## config.mk

```make
export PLATFORM = sky130hd
export DESIGN_NAME = fetch_unit
export DESIGN_NICKNAME = d
export VERILOG_FILES = /design/src/rtl/riscv_pkg.sv /design/src/rtl/fetch_unit.sv
export SDC_FILE = /design/constraint.sdc
export NUM_CORES = 1
export LEC_CHECK = 0
export CORE_MARGIN = 10
export CORE_UTILIZATION = 44
export DETAILED_ROUTE_END_ITERATION = 10
export HOLD_SLACK_MARGIN = 0.06
export PLACE_DENSITY = 0.78
export SYNTH_ARGS = -nofsm -noshare
export SYNTH_HDL_FRONTEND = slang
export SYNTH_SLANG_ARGS = --single-unit
export TNS_END_PERCENT = 10
```

## constraint.sdc

```tcl
create_clock -name clk_i -period 2.1 [get_ports clk_i]
set_input_delay 0.315 -clock clk_i [delete_from_list [all_inputs] [get_ports clk_i]]
set_output_delay 0.315 -clock clk_i [all_outputs]
set_load 0.1 [all_outputs]
```

## src/rtl/riscv_pkg.sv

```systemverilog
// Shared RISC-V constants and the fetch FSM state type.
// Latency: n/a (package only).
// Backpressure: n/a.
package riscv_pkg;

    localparam int XLEN = 32;

    // addi x0, x0, 0
    localparam logic [31:0] NOP_INSTR = 32'h0000_0013;

    localparam logic [6:0] OPCODE_R     = 7'b0110011;
    localparam logic [6:0] OPCODE_LW    = 7'b0000011;
    localparam logic [6:0] OPCODE_SW    = 7'b0100011;
    localparam logic [6:0] OPCODE_BEQ   = 7'b1100011;
    localparam logic [6:0] OPCODE_OPIMM = 7'b0010011;

    typedef enum logic [1:0] {
        IDLE,
        REQ,
        WAIT,
        HOLD
    } fetch_state_t;

endpackage

```

## src/rtl/fetch_unit.sv

```systemverilog
// Instruction fetch stage: owns the PC and fetches one word at a time over req/gnt + rvalid.
// Latency: gnt in cycle n, rvalid in n+1 -> instr_valid_o in n+2 (at most 1 instr / 3 cycles).
// Backpressure: stall_i holds the presented instruction; no new request is made until it is consumed.
// Ports: clk_i/rst_n_i; imem_* memory handshake; branch_* redirect from execute;
//        stall_i from decode; instr_valid_o/instr_o/opcode_o/pc_o towards decode.
module fetch_unit #(
    parameter int              XLEN     = 32,
    parameter logic [XLEN-1:0] RESET_PC = '0
) (
    input  logic            clk_i,
    input  logic            rst_n_i,
    output logic            imem_req_o,
    output logic [XLEN-1:0] imem_addr_o,
    input  logic            imem_gnt_i,
    input  logic            imem_rvalid_i,
    input  logic [31:0]     imem_rdata_i,
    input  logic            branch_taken_i,
    input  logic [XLEN-1:0] branch_target_i,
    input  logic            stall_i,
    output logic            instr_valid_o,
    output logic [31:0]     instr_o,
    output logic [6:0]      opcode_o,
    output logic [XLEN-1:0] pc_o
);
    import riscv_pkg::fetch_state_t;
    import riscv_pkg::NOP_INSTR;
    import riscv_pkg::IDLE;
    import riscv_pkg::REQ;
    import riscv_pkg::WAIT;
    import riscv_pkg::HOLD;

    fetch_state_t    state;
    logic [XLEN-1:0] fetch_pc;
    logic            discard;   // the in-flight response belongs to a squashed path
    logic            req_q;
    logic [XLEN-1:0] addr_q;
    logic            valid_q;
    logic [31:0]     instr_q;
    logic [XLEN-1:0] pc_q;
    logic [XLEN-1:0] branch_pc;

    assign branch_pc = {branch_target_i[XLEN-1:2], 2'b00};

    always_ff @(posedge clk_i or negedge rst_n_i) begin
        if (!rst_n_i) begin
            state    <= IDLE;
            fetch_pc <= RESET_PC;
            discard  <= 1'b0;
            req_q    <= 1'b0;
            addr_q   <= RESET_PC;
            valid_q  <= 1'b0;
            instr_q  <= NOP_INSTR;
            pc_q     <= RESET_PC;
        end else begin
            case (state)
                IDLE: begin
                    req_q  <= 1'b1;
                    addr_q <= fetch_pc;
                    state  <= REQ;
                end
                REQ: begin
                    if (branch_taken_i) begin
                        fetch_pc <= branch_pc;
                        req_q    <= 1'b0;
                        if (imem_gnt_i) begin
                            // Old-path word is already on its way; throw it away.
                            discard <= 1'b1;
                            state   <= WAIT;
                        end else begin
                            // Drop req for a cycle so the address change is never seen under req.
                            state <= IDLE;
                        end
                    end else if (imem_gnt_i) begin
                        req_q <= 1'b0;
                        state <= WAIT;
                    end
                end
                WAIT: begin
                    if (imem_rvalid_i) begin
                        if (discard || branch_taken_i) begin
                            discard <= 1'b0;
                            req_q   <= 1'b1;
                            state   <= REQ;
                            if (branch_taken_i) begin
                                fetch_pc <= branch_pc;
                                addr_q   <= branch_pc;
                            end else begin
                                addr_q <= fetch_pc;
                            end
                        end else begin
                            instr_q  <= imem_rdata_i;
                            pc_q     <= fetch_pc;
                            fetch_pc <= fetch_pc + XLEN'(4);
                            valid_q  <= 1'b1;
                            state    <= HOLD;
                        end
                    end else if (branch_taken_i) begin
                        fetch_pc <= branch_pc;
                        discard  <= 1'b1;
                    end
                end
                HOLD: begin
                    // A redirect squashes the held instruction even while decode is stalled.
                    if (branch_taken_i) begin
                        fetch_pc <= branch_pc;
                        valid_q  <= 1'b0;
                        req_q    <= 1'b1;
                        addr_q   <= branch_pc;
                        state    <= REQ;
                    end else if (!stall_i) begin
                        valid_q <= 1'b0;
                        req_q   <= 1'b1;
                        addr_q  <= fetch_pc;
                        state   <= REQ;
                    end
                end
                default: state <= IDLE;
            endcase
        end
    end

    assign imem_req_o    = req_q;
    assign imem_addr_o   = addr_q;
    assign instr_valid_o = valid_q;
    assign instr_o       = instr_q;
    assign opcode_o      = instr_q[6:0];
    assign pc_o          = pc_q;

    // Memory must only return data for the single outstanding request.
    rvalid_only_in_wait: assert property (
        @(posedge clk_i) disable iff (!rst_n_i) imem_rvalid_i |-> (state == WAIT)
    );

endmodule

```

Yosys cells after proc, flatten, opt, wreduce, memory -nomap -nowiden:

Cells that the tools add are included.

* register bits: 133
* output and inout port bits: 105

* add/subtract/negate cells: 1
* equality and inequality tests: 12
* multiplexer cells: 35
* bitwise operators: 1
* reduce and logical (&&, ||, !) cells: 13

Operators by type and width (count)
* 32-bit two-way mux: 7
* 32-bit one-hot mux with 3 select lines: 1
* 32-bit one-hot mux with 2 select lines: 1
* 32-bit by 3-bit adder with 32-bit output, second input constant: 1
* 1-bit two-way mux: 15
* 2-bit two-way mux: 7
* 3-bit != test, second input constant: 4
* 4-bit AND reduction: 3
* 2-bit != test, second input constant: 5
* 2-bit one-hot mux with 4 select lines: 1
* 3-bit AND reduction: 2
* 2-bit nonzero test: 3
* 5-bit AND reduction: 1
* 2-bit == test, second input constant: 2
* 1-bit one-hot mux with 2 select lines: 2
* 1-bit one-hot mux with 4 select lines: 1
* 3-bit nonzero test: 1
* 2-bit by 1-bit == test with 1-bit output, second input constant: 1
* 2-bit logical NOT: 1
* 2-bit OR reduction: 1
* 1-bit logical OR: 1
* 1-bit inverter: 1

Depth between registers and ports, before layout:

Gate-level depths: netlist of the first run.

* depth after elaboration: 4
* gate-level depth with buffers: 9
* mapped depth without buffers: 7

Worst setup path before layout of the first run:

No wires, ideal clock.

* kind: register to register
* start point: register state[1]
* end point: register fetch_pc[14]
* data arrival time: 1.997 ns
* data required time: 2.001 ns
* setup slack: 0.004 ns
* cell stages (with the launch flop): 9
* path buffers: 1
* clock period less this slack: 2.096 ns
* cells stage by stage: dfrtp_1 > inv_1 > ha_1 > or3b_1 > or3_1 > clkbuf_1 > nor2_1 > a211oi_1 > a311oi_1

* word-level cells in the longest chain between the ends: 3
* elaborated cells on any way between the ends: 6

Ends and longest elaborated chain
* start, declared: RTL line fetch_unit.sv:32 `fetch_state_t state;`
* start signal, assigned: RTL line fetch_unit.sv:46 `state <= IDLE;`
* start signal, assigned: RTL line fetch_unit.sv:59 `state <= REQ;`
* start signal, assigned: RTL line fetch_unit.sv:68 `state <= WAIT;`
* 2-bit == test / 2-bit by 1-bit == test with 1-bit output (equally long branches): RTL line fetch_unit.sv:55 `case (state)`
* 2-bit OR reduction (no source line)
* 32-bit one-hot mux with 2 select lines / 2-bit nonzero test (equally long branches)
* end signal, assigned: RTL line fetch_unit.sv:63 `fetch_pc <= branch_pc;`
* end signal, assigned: RTL line fetch_unit.sv:85 `fetch_pc <= branch_pc;`
* end signal, assigned: RTL line fetch_unit.sv:93 `fetch_pc <= fetch_pc + XLEN'(4);`
* end, declared: RTL line fetch_unit.sv:33 `logic [XLEN-1:0] fetch_pc;`

Several ways; a longest one is shown, not always the timed one.
A chain may end at the register's enable or synchronous reset.

Worst setup path in the final report of the first run:

Same ends and word-level chain as after synthesis.

==> results.md, run 1 <==
- Synth Area in Adders: 1.19%
- Number of remaining DRC errors: 0
- Register area: 3340 sq um
- Top Metal Used: met4
- Share of layout cells above drive strength 1: 38.5%
- Die Width: 140 microns
- Worst R2R Setup Slack: 3 ps
- Via count: 5458
- Critical path startpoint category: flip-flop
- ANT nets after route: 0
- Clk_skew: 5.61 ps
- CTS tree: yes
- Worst-path clk slew: 60 ps
- Met1 WL: 7.47 mm
- Grt total ovfl: 0
- Setup CP Type: reg2reg
- Seq cells post-synth: 133
- Core ar.: 13900 sq um
- GRT Overall Usage: 18.9%
- DP HPWL: 14.0 mm
- Async SR Flop Fraction: 100%
- Clock sink count: 133
- Simple-gate share of the synthesized area: 12.2%
- RSZ-0062 raised after global routing: yes
- Nature of the critical path endpoint: flip-flop
- CTS root buffer: clkbuf_16
- Main flop type after synthesis: dfrtp_1
- Syn avg cell area: 11.1 sq um
- Commonest non-fill, non-tap cell in the layout: buf_4
- N_diodes: 0
- Yosys warnings: 0
- Placed cell areas: 8320 sq um
- Crit-path cells: inv_2, ha_4, or3b_4, or3_4, nor2_4, a211oi_2, a311oi_1
- CP max FO: 4
- Post-synth EDFFs: 0
- Gp weighted congestion: 0.892
- Syn Std Cell Area: 6290 sq um
- Fin. Hold Viols: 0
- Arr. time, crit path: 2410 ps
- Hold Crit Class: in2async
- Largest family of logic cells by synthesized area: multiplexers
- Total iterations of the first detailed-routing run: 5
- Delay of the slowest critical-path stage: 410 ps
- Most frequent cells in the layout: 166 x buf_4, 127 x dfrtp_1, 66 x clkdlybuf4s50_1
- Pin count of the biggest net entering global routing: 58
- Initial Utilization: 45.2%
- Syn_nets: 643
- Area grow syn2layout: 44.0%
- Die area: 19500 sq um
- CTS H-tree lvls: 4
- Outcome: complete, no violations
- Metal2 WL: 9.42 mm
- Initial antenna violation count: 0
- Yosys cell types: 58
- Final setup fails: 0
- Die height: 140 microns
- Clock buffer depth: 2
- Clk_lat worst skew: 420 ps
- CTS Buf Count: 17
- DR WL/cell: 19.4 microns
- Fillers: 1090
- 1st-iter DRT viols: 314
- Fmax achieved: 477 MHz
- Footprint of the multi-input gates: 2800 sq um
- Port-buffer cells: 172
- Max-slew headroom: 62.9%
- Mux cell area share after synthesis: 16.2%
- Slew @ Worst Pin: 557 ps
- Post-Synth XOR/XNOR Area: 0%
- Total Wirelength: 18.9 mm
- Final Cell Area: 9060 sq um
- Crit share post-route: 99.9%
- Post-Syn Instances: 567
- CP max-delay cell: or3_4
- Via density: 5.61
- Detail Route met3 WL: 1.51 mm
- Seq/Total Area, Yosys: 52.9%
- Core Rows: 43
- Vias in the first global route: 5824
- # Max-Cap Violations: 0
- First-pass GRT wire length: 30.3 mm
- Final Max Tran Viols: 0
- Min cycle time layout: 2100 ps
- Final Core Density: 65.0%
- # IOs: 175
- Post-synthesis compound-gate area fraction: 13.0%
- Nets: 856
- Crit path required time: 2410 ps
[worst max-delay path, delay by kind of cell, from the launching register on]
family                     cells  cell delay (ps)
and+or+nand+nor                3              960
adders and majority gates      1              160
DFF                            1              400
AOI/OAI and AO/OA              2              370
buffers and inverters          1               80
[synthesized netlist by cell type (2+ instances only)]
cell	instances	share of area, %
o32a_1	4	0.64
nor4_1	6	0.60
or3_1	4	0.40
ha_1	6	1.2
o21a_1	3	0.36
dfrtp_1	130	52
dfstp_2	3	1.3
o22ai_1	6	0.60
nor2_1	62	3.7
buf_2	12	0.95
nand4_1	9	0.89
a311oi_1	6	0.83
o21ai_0	19	1.5
and2_1	2	0.20
mux2i_1	29	4.6
a21boi_0	3	0.36
nor3_1	11	0.87
o32ai_1	2	0.28
a21oi_1	52	4.1
o221a_2	3	0.54
clkbuf_1	24	1.4
or2_2	2	0.20
nand3_1	18	1.4
o22a_1	8	1.1
inv_1	12	0.72
a211oi_1	5	0.60
nand2_1	17	1.0
and3_1	6	0.60
mux2_2	65	12
buf_4	9	1.1
or4_1	2	0.24
[cell families (layout without fill, tap and decap cells)]
logic type               Yosys count  count (layout)
buffers and inverters             58             284
AO/OA/AOI/OAI                    126             126
flip-flops                       133             133
AND/OR/NAND/NOR                  150             150
multiplexers                      94              94
adder cells (fa/ha/maj)            6               6
[stage by stage]
stage | cells | worst slack (ps) | setup TNS (ps) | hold slack [ps]
2_1_floorplan | 567 | 3.61 | 0 | 19.4
3_3_place_gp | 936 | -147 | -3520 | 321
3_5_place_dp | 936 | -223 | -6070 | 330
4_1_cts | 969 | -12.5 | -24.7 | 452
5_1_grt | 973 | -60.0 | -243 | 474
6_report | 973 | 3.09 | 0 | 430
[registers in the layout, indices dropped and copies added, names as in the netlist]
| register | flops |
|---|---|
| fetch_pc | 32 |
| imem_addr_o | 32 |
| instr_o | 32 |
| pc_o | 32 |
| state | 2 |
| discard | 1 |
| imem_req_o | 1 |
| instr_valid_o | 1 |
[per-layer routing]
metal  track usage, %  vias up
met1             22.0     2677
li1                 -     2487
met5                0        -
met3             5.82       45
met2             31.8      249
met4             7.39        0
[worst paths after layout]
kind / depth (start not counted) / to / start
setup reg to reg: 7 / fetch_pc[14] / state[1]
hold / removal: 2 / instr_o[16] / rst_n_i
min in group clk_i: 1 / instr_o[22] / instr_o[22]
hold reg to reg: 1 / instr_o[22] / instr_o[22]
setup / recovery: 7 / fetch_pc[14] / state[1]
max in group asynchronous: 3 / instr_o[4] / rst_n_i
[timing repair]
action / in CTS / in global routing
hold buffers: 1 / 0
pin swaps: 0 / 5
setup buffers: 0 / 4
hold endpoints to repair: 55 / 0
endpoints found under the setup margin: 9 / 30
resized for setup: 4 / 20
gates cloned: 0 / 0
[area by class of cell]
class / count / area share [%]
Sequential cell: 133 / 36.8
Multi-Input combinational cell: 376 / 30.9
Timing Repair Buffer: 240 / 22.6
Clock buffer: 26 / 5.73
Tap cell: 180 / 2.49
Clock inverter: 6 / 0.980
Inverter: 12 / 0.497
Power of run 1 is not shown: default switching activity piles up to over one toggle a cycle in this logic, so the estimate is an artifact.
==> run 2: changes to the inputs <==
--- a/config.mk
+++ b/config.mk
@@ -5,6 +5,7 @@
 export SDC_FILE = /design/constraint.sdc
 export NUM_CORES = 1
 export LEC_CHECK = 0
+export CORE_ASPECT_RATIO = 2
 export CORE_MARGIN = 10
 export CORE_UTILIZATION = 44
 export DETAILED_ROUTE_END_ITERATION = 10
==> run 2 against run 1 <==
Effect of this change:
- routed wire length is 7.9% higher
- register-to-register slack better by 50 ps
- clock skew grew 2.1 ps
- global-route usage up 1.5 points
- sequential share of layout area fell by 0.48 points
- final cell count up 2.2%
- die area up 1.5%
- via count up 0.77%
- utilization grew 0.73 points
- worst setup slack improved by 48 ps
- clock-buffer cell count is 7 lower
- critical endpoint unchanged
==> results.md, run 2 (synthesis results as in run 1) <==
- Crit share post-route: 97.6% (-2.3 points)
- Max-slew headroom: 68.9% (+6.0 points)
- Die area: 19800 sq um (+1.5%)
- Setup CP Type: reg2reg
- Port-buffer cells: 172 (unchanged)
- CTS Buf Count: 17 (unchanged)
- Fin. Hold Viols: 0 (unchanged)
- CTS tree: yes
- Worst R2R Start: state[0]
- Fillers: 1094 (+0.37%)
- Clk_skew: 7.74 ps (+2.13 ps)
- Area grow syn2layout: 45.9%
- Slew @ Worst Pin: 467 ps (-90.1 ps)
- CP max FO: 4 (unchanged)
- First-pass GRT wire length: 31.9 mm (+5.0%)
- Initial Utilization: 45.1% (-0.11 points)
- Fmax achieved: 488 MHz (+2.3%)
- # Max-Cap Violations: 0 (unchanged)
- Delay of the slowest critical-path stage: 450 ps (+40 ps)
- Initial antenna violation count: 0 (unchanged)
- Gp weighted congestion: 0.936 (+4.9%)
- Total iterations of the first detailed-routing run: 5 (unchanged)
- Number of remaining DRC errors: 0 (unchanged)
- Pin count of the biggest net entering global routing: 50 (-14%)
- Grt total ovfl: 0 (unchanged)
- Nature of the critical path endpoint: flip-flop
- Die height: 189 microns (+35%)
- Worst-path clk slew: 60 ps (about the same)
- 1st-iter DRT viols: 271 (-14%)
- Arr. time, crit path: 2370 ps (-40 ps)
- FF-to-FF path depth: 6 (-1)
- Most frequent cells in the layout: 177 x buf_4, 126 x dfrtp_1, 66 x clkdlybuf4s50_1
- Critical path origin: state[0]
- Via density: 5.53 (-1.4%)
- Critical path depth: 6 (-1)
- DP HPWL: 15.6 mm (+12%)
- GRT Overall Usage: 20.4% (+1.5 points)
- Vias in the first global route: 5803 (-0.36%)
- Worst Path Buf+Inv: 0 (-1)
- Final Max Tran Viols: 0 (unchanged)
- Die Width: 105 microns (-25%)
- Worst R2R Setup Slack: 50 ps (+50 ps)
- # IOs: 175 (unchanged)
- Footprint of the multi-input gates: 2820 sq um (+0.58%)
- Clock buffer depth: 2 (unchanged)
- Nets: 868 (+1.4%)
- Clk_lat worst skew: 420 ps (about the same)
- Final setup fails: 0 (unchanged)
- Min cycle time layout: 2050 ps (-48.1 ps)
- CP max-delay cell: dfrtp_2
- Core ar.: 14000 sq um (+0.23%)
- Crit path required time: 2420 ps (about the same)
- DR WL/cell: 20.5 microns (+5.6%)
- Outcome: complete, no violations
- N_diodes: 0 (unchanged)
- CP endpoint: fetch_pc[14]
- RSZ-0062 raised after global routing: yes
- CTS root buffer: clkbuf_16
- Via count: 5500 (+0.77%)
- FF-to-FF End: fetch_pc[14]
- Core Rows: 61 (+42%)
- Critical path startpoint category: flip-flop
- Share of layout cells above drive strength 1: 39.9% (+1.4 points)
- ANT nets after route: 0 (unchanged)
- CTS H-tree lvls: 4 (unchanged)
- Crit-path cells: ha_4, or3b_4, or3_4, nor2_4, a211oi_2, a311oi_2
- Hold Crit Class: in2async
- Clock sink count: 133 (unchanged)
- WHS: 403 ps (-26.3 ps)
- Register area: 3340 sq um (about the same)
- Delay-heaviest family, CP: simple AND/OR/NAND/NOR gates
- Total Wirelength: 20.4 mm (+7.9%)
- Commonest non-fill, non-tap cell in the layout: buf_4
## run 2: cell types whose count changed in the layout (fill, tap and decap cells not counted), moves of 2 or more
cell,previous run,this run
nor2_1,58,60
clkbuf_8,6,1
nor4_2,2,4
clkinv_2,1,5
clkbuf_1,3,1
nor2_2,2,0
buf_4,166,177
## run 2: what timing repair did
item	in CTS	in global routing
hold buffers	1	0
endpoints found under the setup margin	17	30
pin swaps	0	7
resized for setup	3	23
buffers inserted	0	3
hold endpoints to repair	42	0
## run 2: worst min-delay path by stage
stage	from	endpoint	slack (ps)	depth (start not counted)
global route	rst_n_i	instr_o[21]	450	2
global placement	rst_n_i	instr_o[11]	280	1
finish	rst_n_i	instr_o[14]	400	2
floorplan	rst_n_i	discard	20	0
CTS	rst_n_i	fetch_pc[15]	420	2
detailed placement	rst_n_i	instr_o[14]	290	1
## run 2: metrics by stage
stage,std cells,utilization [%],setup WS (ps),setup TNS [ps],cell area [sq um]
after global placement,958,60.4,-191,-2820,8440
after CTS,991,64.8,-21.0,-86.1,9060
after global routing,994,65.8,-43.5,-187,9180
after floorplan,567,-,3.61,0,6290
after detailed placement,958,60.4,-285,-4270,8440
final,994,65.8,51.2,0,9180
## run 2: cell type report
cell class              instances  area share (%)
well taps                     189            2.57
multi-input cells             376            30.7
flip-flops and latches        133            36.3
clock buffers                  19            4.82
inverters                      12           0.490
clock inverters                13            1.70
repair buffers                252            23.4
## run 2: layer usage
layer / GRT usage, % / wire, microns
met3: 4.76 / 976
met1: 20.6 / 7290
met4: 9.90 / 669
met5: 0 / 0
met2: 38.2 / 11400
Power of run 2 is left out for the same reason.
